`src/rtl/tensorproduct_stream.sv`:
```
// Sequential Kronecker product engine for complex fixed-point matrices.
// One complex multiplier is shared over all OUT_ELEMS result elements; the
// results stream out in row-major order with valid/ready backpressure.
//
// state | meaning
// IDLE  | waiting for a start handshake, operands may be captured
// RUN   | issuing one element per pipeline advance
// DRAIN | all elements issued, waiting for the last output handshake
module tensorproduct_stream #(
   parameter int N    = 16,
   parameter int FRAC = 14,
   parameter int D1   = 2,
   parameter int D2   = 2,
   localparam int DD        = D1 * D2,
   localparam int OUT_ELEMS = DD * DD,
   localparam int IDXW      = (OUT_ELEMS > 1) ? $clog2(OUT_ELEMS) : 1
) (
   input  logic            clk,
   input  logic            rst_n,
   input  logic            start_valid,
   output logic            start_ready,
   input  logic [N-1:0]    mat_1 [2*D1*D1],
   input  logic [N-1:0]    mat_2 [2*D2*D2],
   output logic            o_valid,
   input  logic            o_ready,
   output logic [N-1:0]    o_re,
   output logic [N-1:0]    o_im,
   output logic [IDXW-1:0] o_idx,
   output logic            o_last,
   output logic            o_ovr,
   output logic            ovr_flag,
   output logic            busy
);

   localparam int CW1 = (D1 > 1) ? $clog2(D1) : 1;
   localparam int CW2 = (D2 > 1) ? $clog2(D2) : 1;
   localparam int M1W = $clog2(2 * D1 * D1);
   localparam int M2W = $clog2(2 * D2 * D2);
   localparam logic signed [2*N:0] SMAX = (2*N+1)'((longint'(1) << (N - 1)) - 1);
   localparam logic signed [2*N:0] SMIN = -SMAX - 1;

   typedef enum logic [1:0] {IDLE, RUN, DRAIN} state_t;

   state_t                r_state;
   logic [N-1:0]          r_m1 [2*D1*D1];
   logic [N-1:0]          r_m2 [2*D2*D2];
   logic [CW1-1:0]        r_i1, r_j1;
   logic [CW2-1:0]        r_i2, r_j2;
   logic [IDXW-1:0]       r_k;
   logic                  r_s1_valid, r_s1_last;
   logic [IDXW-1:0]       r_s1_idx;
   logic signed [2*N-1:0] r_ac, r_bd, r_ad, r_bc;

   logic                  w_adv, w_accept;
   logic [M1W-1:0]        w_e1_re, w_e1_im;
   logic [M2W-1:0]        w_e2_re, w_e2_im;
   logic signed [N-1:0]   w_a, w_b, w_c, w_d;
   logic signed [2*N:0]   w_re_full, w_im_full;
   logic [N:0]            w_re_sat, w_im_sat;

   // Arithmetic shift by FRAC (floor), then clamp; MSB of the result flags a clamp.
   function automatic logic [N:0] sat(input logic signed [2*N:0] v);
      logic signed [2*N:0] s;
      s = v >>> FRAC;
      if (s > SMAX)      sat = {1'b1, SMAX[N-1:0]};
      else if (s < SMIN) sat = {1'b1, SMIN[N-1:0]};
      else               sat = {1'b0, s[N-1:0]};
   endfunction

   assign w_adv       = !o_valid || o_ready;
   assign start_ready = (r_state == IDLE);
   assign busy        = (r_state != IDLE);
   assign w_accept    = start_valid && start_ready;

   assign w_e1_re = M1W'(2 * (int'(r_i1) * D1 + int'(r_j1)));
   assign w_e1_im = M1W'(2 * (int'(r_i1) * D1 + int'(r_j1)) + 1);
   assign w_e2_re = M2W'(2 * (int'(r_i2) * D2 + int'(r_j2)));
   assign w_e2_im = M2W'(2 * (int'(r_i2) * D2 + int'(r_j2)) + 1);
   assign w_a = r_m1[w_e1_re];
   assign w_b = r_m1[w_e1_im];
   assign w_c = r_m2[w_e2_re];
   assign w_d = r_m2[w_e2_im];

   assign w_re_full = (2*N+1)'(r_ac) - (2*N+1)'(r_bd);
   assign w_im_full = (2*N+1)'(r_ad) + (2*N+1)'(r_bc);
   assign w_re_sat  = sat(w_re_full);
   assign w_im_sat  = sat(w_im_full);

   // Control FSM, operand capture, issue counters and product stage S1.
   always_ff @(posedge clk or negedge rst_n) begin
      if (!rst_n) begin
         r_state    <= IDLE;
         for (int e = 0; e < 2*D1*D1; e++) r_m1[e] <= '0;
         for (int e = 0; e < 2*D2*D2; e++) r_m2[e] <= '0;
         r_i1       <= '0;
         r_j1       <= '0;
         r_i2       <= '0;
         r_j2       <= '0;
         r_k        <= '0;
         r_s1_valid <= 1'b0;
         r_s1_last  <= 1'b0;
         r_s1_idx   <= '0;
         r_ac       <= '0;
         r_bd       <= '0;
         r_ad       <= '0;
         r_bc       <= '0;
      end else if (w_accept) begin
         r_m1    <= mat_1;
         r_m2    <= mat_2;
         r_i1    <= '0;
         r_j1    <= '0;
         r_i2    <= '0;
         r_j2    <= '0;
         r_k     <= '0;
         r_state <= RUN;
      end else begin
         case (r_state)
            RUN: begin
               if (w_adv) begin
                  r_s1_valid <= 1'b1;
                  r_s1_idx   <= r_k;
                  r_s1_last  <= (r_k == IDXW'(OUT_ELEMS - 1));
                  r_ac       <= w_a * w_c;
                  r_bd       <= w_b * w_d;
                  r_ad       <= w_a * w_d;
                  r_bc       <= w_b * w_c;
                  r_k        <= r_k + 1'b1;
                  if (r_j2 == CW2'(D2 - 1)) begin
                     r_j2 <= '0;
                     if (r_j1 == CW1'(D1 - 1)) begin
                        r_j1 <= '0;
                        if (r_i2 == CW2'(D2 - 1)) begin
                           r_i2 <= '0;
                           r_i1 <= (r_i1 == CW1'(D1 - 1)) ? '0 : r_i1 + 1'b1;
                        end else begin
                           r_i2 <= r_i2 + 1'b1;
                        end
                     end else begin
                        r_j1 <= r_j1 + 1'b1;
                     end
                  end else begin
                     r_j2 <= r_j2 + 1'b1;
                  end
                  if (r_k == IDXW'(OUT_ELEMS - 1)) r_state <= DRAIN;
               end
            end
            DRAIN: begin
               if (w_adv) r_s1_valid <= 1'b0;
               if (o_valid && o_ready && o_last) r_state <= IDLE;
            end
            default: begin
               if (w_adv) r_s1_valid <= 1'b0;
            end
         endcase
      end
   end

   // Output stage S2: complex combine, rescale, saturate, sticky overflow.
   always_ff @(posedge clk or negedge rst_n) begin
      if (!rst_n) begin
         o_valid  <= 1'b0;
         o_re     <= '0;
         o_im     <= '0;
         o_idx    <= '0;
         o_last   <= 1'b0;
         o_ovr    <= 1'b0;
         ovr_flag <= 1'b0;
      end else begin
         if (w_accept) ovr_flag <= 1'b0;
         if (w_adv) begin
            o_valid <= r_s1_valid;
            o_re    <= r_s1_valid ? w_re_sat[N-1:0] : '0;
            o_im    <= r_s1_valid ? w_im_sat[N-1:0] : '0;
            o_idx   <= r_s1_valid ? r_s1_idx : '0;
            o_last  <= r_s1_valid && r_s1_last;
            o_ovr   <= r_s1_valid && (w_re_sat[N] || w_im_sat[N]);
            if (r_s1_valid && (w_re_sat[N] || w_im_sat[N])) ovr_flag <= 1'b1;
         end
      end
   end

endmodule

```
`config.mk`:
```
export PLATFORM = sky130hd
export DESIGN_NAME = tensorproduct_stream
export DESIGN_NICKNAME = d
export VERILOG_FILES = /design/src/rtl/tensorproduct_stream.sv
export SDC_FILE = /design/constraint.sdc
export NUM_CORES = 2
export LEC_CHECK = 0
export CAP_MARGIN = 0
export CORE_MARGIN = 5
export CORE_UTILIZATION = 55
export DETAILED_ROUTE_END_ITERATION = 10
export DONT_BUFFER_PORTS = 1
export PLACE_DENSITY = 0.71
export SYNTH_ARGS = -nofsm -noshare
export SYNTH_HDL_FRONTEND = slang
export SYNTH_SLANG_ARGS = --single-unit
```
`constraint.sdc`:
```
create_clock -name clk -period 16.4 [get_ports clk]
set_clock_uncertainty 0.2 [all_clocks]
set_input_delay 3.28 -clock clk [delete_from_list [all_inputs] [get_ports clk]]
set_output_delay 3.28 -clock clk [all_outputs]
set_load 0.1 [all_outputs]
```
==> load_flow_metrics.sql <==
INSERT INTO impl_metrics (metric_group, metric, value, unit) VALUES
('grt', 'grt_use_met1', '0.418', ''),
('detailed_routing', 'vias', '45300', ''),
('synthesis', 'synth_sequential_area_ratio', '0.186', ''),
('worst_setup_path', 'critical_path_required', '16700', 'ps'),
('grt', 'top_usage_layer', 'met2', ''),
('hold_path', 'min_path_type', 'register to register', ''),
('detailed_routing', 'detail_route.wirelength', '174000', 'um'),
('timing', 'max_freq', '110', 'MHz'),
('worst_setup_path', 'cp-start-kind', 'register', ''),
('floorplanning', 'floorplan.die_area', '114000', 'um^2'),
('hold_path', 'min_from', 'r_m2[23]', ''),
('worst_setup_path', 'cp_data_arrival_time', '9430', 'ps'),
('place', 'detailedPlace.worstSlack', '7490', 'ps'),
('cts', 'numCtsBuffers', '52', ''),
('cts', 'tritoncts_num_sinks', '440', ''),
('floorplanning', 'io_pins', '302', ''),
('timing', 'fin_crit_sh', '0.557', ''),
('timing', 'totalNegativeSetupSlack', '0', 'ps'),
('floorplanning', 'row_count', '120', ''),
('detailed_routing', 'ant_nets', '0', ''),
('final_layout', 'syn_to_final_growth', '5.75', '%'),
('detailed_routing', 'drtPass1Iterations', '9', ''),
('cts', 'postCtsSetupRepairBufs', '0', ''),
('synthesis', 'synthesis.nets', '8418', ''),
('detailed_routing', 'drt-wirelength-per-cell', '21.7', 'um'),
('grt', 'grt_pass1_vias', '47700', ''),
('synthesis', 'synth-main-ff-cell', 'dfrtp_1', ''),
('worst_setup_path', 'criticalPathCategory', 'register to register', ''),
('timing', 'slew_headroom', '0.0736', ''),
('worst_setup_path', 'critical_path.slowest_cell', 'buf_4', ''),
('timing', 'worst_pin_slew', '1390', 'ps'),
('flow_run', 'max-cap-violations', '0', ''),
('worst_setup_path', 'largest_driver_fanout_on_the_critical_path', '61', ''),
('cts', 'htree_num_levels', '2', ''),
('worst_setup_path', 'critical_path.top_delay_family', 'adder cells', ''),
('hold_path', 'hold-path-endpoint', 'r_m2[23]', ''),
('detailed_routing', 'first_iter_violations', '3463', ''),
('timing', 'post-route-worst-setup-slack', '7270', 'ps'),
('floorplanning', 'dieHeight', '338', 'um'),
('worst_setup_path', 'critical_path.max_stage_delay', '730', 'ps'),
('floorplanning', 'floorplan.initialDensity', '0.553', ''),
('synthesis', 'ys_top_cells_by_area', 'fa_1 35%, dfrtp_1 19%, nand2_1 9.9%, ha_1 8.3%, inv_1 7.7%', ''),
('floorplanning', 'core_area', '107000', 'um^2'),
('hold_path', 'number_of_cells_traversed_by_the_worst_hold_path', '2', ''),
('grt', 'global_route.usage.met2', '0.477', ''),
('worst_setup_path', 'rr_worst_depth', '26', ''),
('synthesis', 'synth.most_common_cell', 'nand2_1', ''),
('grt', 'global_route.usage.total', '0.313', ''),
('place', 'place.detailed.hpwl', '132000', 'um'),
('place', 'routability_cong', '0.970', ''),
('timing', 'report.final.slew_viol_count', '0', ''),
('synthesis', 'synth_enable_flop_cells', '0', ''),
('worst_setup_path', 'critical_register_to_register_path_endpoint', 'r_ac[30]', ''),
('grt', 'grt.overflow.total', '0', ''),
('worst_setup_path', 'most_used_cell_cp', 'fa_1', ''),
('cts', 'tritoncts', 'built', ''),
('synthesis', 'synthesis.instances', '6719', ''),
('cts', 'clockRootBuffer', 'clkbuf_16', ''),
('synthesis', 'yosysTopAreaCell', 'fa_1', ''),
('synthesis', 'synthArstFlopShare', '1.00', ''),
('cts', 'cts-resized-gates', '0', ''),
('worst_setup_path', 'r2r_path_start', 'r_i2', ''),
('grt', 'grt_first_pass_wirelength', '272000', 'um'),
('floorplanning', 'die_w', '338', 'um'),
('run_status', 'result_of_the_run', 'complete, no violations', ''),
('grt', 'pin_count_of_the_biggest_net_entering_global_routing', '441', ''),
('detailed_routing', 'route.detailed.vias_per_inst', '5.65', ''),
('synthesis', 'synth_commonest_cells', '1565 x nand2_1, 1219 x inv_1, 1048 x fa_1', ''),
('synthesis', 'synth_top_area_frac', '0.355', ''),
('cts', 'clk_path_buf_depth', '3', ''),
('grt', 'grt.met3_usage', '0.0864', '');
==> cells by family (layout without fill, tap and decap cells) <==
family,count (synthesis),after routing,share of synthesized area
flops,440,440,0.186
other cells,0,4,0
xor+xnor,169,169,0.0250
mux,126,126,0.0236
simple gates,2358,2358,0.158
compound gates,663,663,0.0720
buf+inv,1524,1412,0.0974
fa+ha+maj,1439,1439,0.437
==> how the worst max path moves through the flow <==
stage | startpoint | to | slack (ps) | cells past startpoint
floorplan | r_j1 | r_bd[31] | 8540 | 30
global placement | r_i2 | r_ac[30] | 7450 | 26
detailed placement | r_i2 | r_ac[30] | 7490 | 26
CTS | r_i2 | r_ac[30] | 7430 | 26
global route | r_j1 | r_ac[30] | 6840 | 28
finish | r_i2 | r_ac[30] | 7270 | 26
==> cells in the final DEF, fill, tap and decap left out, types with 18 or more instances in the layout <==
| cell type | instances |
|---|---|
| o21bai_1 | 32 |
| o21ai_0 | 178 |
| buf_4 | 96 |
| or2_2 | 19 |
| nor2_1 | 580 |
| o21ai_2 | 19 |
| and3_1 | 18 |
| dfrtp_1 | 436 |
| mux2i_1 | 62 |
| xnor2_1 | 118 |
| nor3_1 | 26 |
| inv_1 | 1219 |
| a21oi_1 | 130 |
| xor2_1 | 51 |
| clkbuf_16 | 52 |
| nand2b_1 | 23 |
| o21ai_1 | 32 |
| o21a_1 | 69 |
| fa_1 | 1048 |
| nand2_1 | 1564 |
| mux2_2 | 59 |
| and2_1 | 18 |
| ha_1 | 391 |
| nand3_1 | 34 |
| a21o_1 | 62 |
==> per-stage QoR <==
step                cell area (um^2)  hold WS (ps)   util  cells
global route                   62500           289  0.585   8010
floorplan                      59100           240      -   6719
global placement               60600           252  0.567   7915
detailed placement             60600           257  0.567   7915
finish                         62500           269  0.585   8014
CTS                            62500           273  0.585   8010
==> worst reg2reg max path: cells and delay by family (launching register included) <==
family          cells  cell delay, ps
fa+ha+maj           7            3210
mux                 1             450
buf+inv             6            2020
flops               1             340
xor+xnor            1             220
compound gates      9            1720
simple gates        2             810
==> cell type report <==
cell class / instances / area [um^2] / share of cell area
multi-input cells: 4755 / 42500 / 0.680
flip-flops and latches: 440 / 11000 / 0.176
inverters: 1219 / 4580 / 0.0732
well taps: 1403 / 1760 / 0.0281
clock buffers: 64 / 1440 / 0.0230
repair buffers: 98 / 761 / 0.0122
clock inverters: 31 / 458 / 0.00732
diodes: 4 / 10.0 / 0.000160
==> state kept, by name (all words and copies together) (netlist names) <==
signal      count
o_last          1
o_ovr           1
r_i1            1
r_i2            1
r_m1          128
r_j2            1
r_state         2
r_s1_idx        4
ovr_flag        1
r_s1_last       1
o_re           16
r_s1_valid      1
r_ad           32
r_ac           32
o_idx           4
r_bc           32
r_j1            1
r_m2          128
r_k             4
r_bd           32
o_im           16
o_valid         1
==> metal layers <==
| metal | wire length (um) | share of wire |
|---|---|---|
| met1 | 69300 | 0.40 |
| met2 | 75200 | 0.43 |
| met3 | 18300 | 0.11 |
| met4 | 10900 | 0.063 |
| met5 | 68 | 0.00039 |
Power is left out: the tool's default activity adds up to more than one toggle a clock period on the data nets, which glitch-free logic cannot reach.
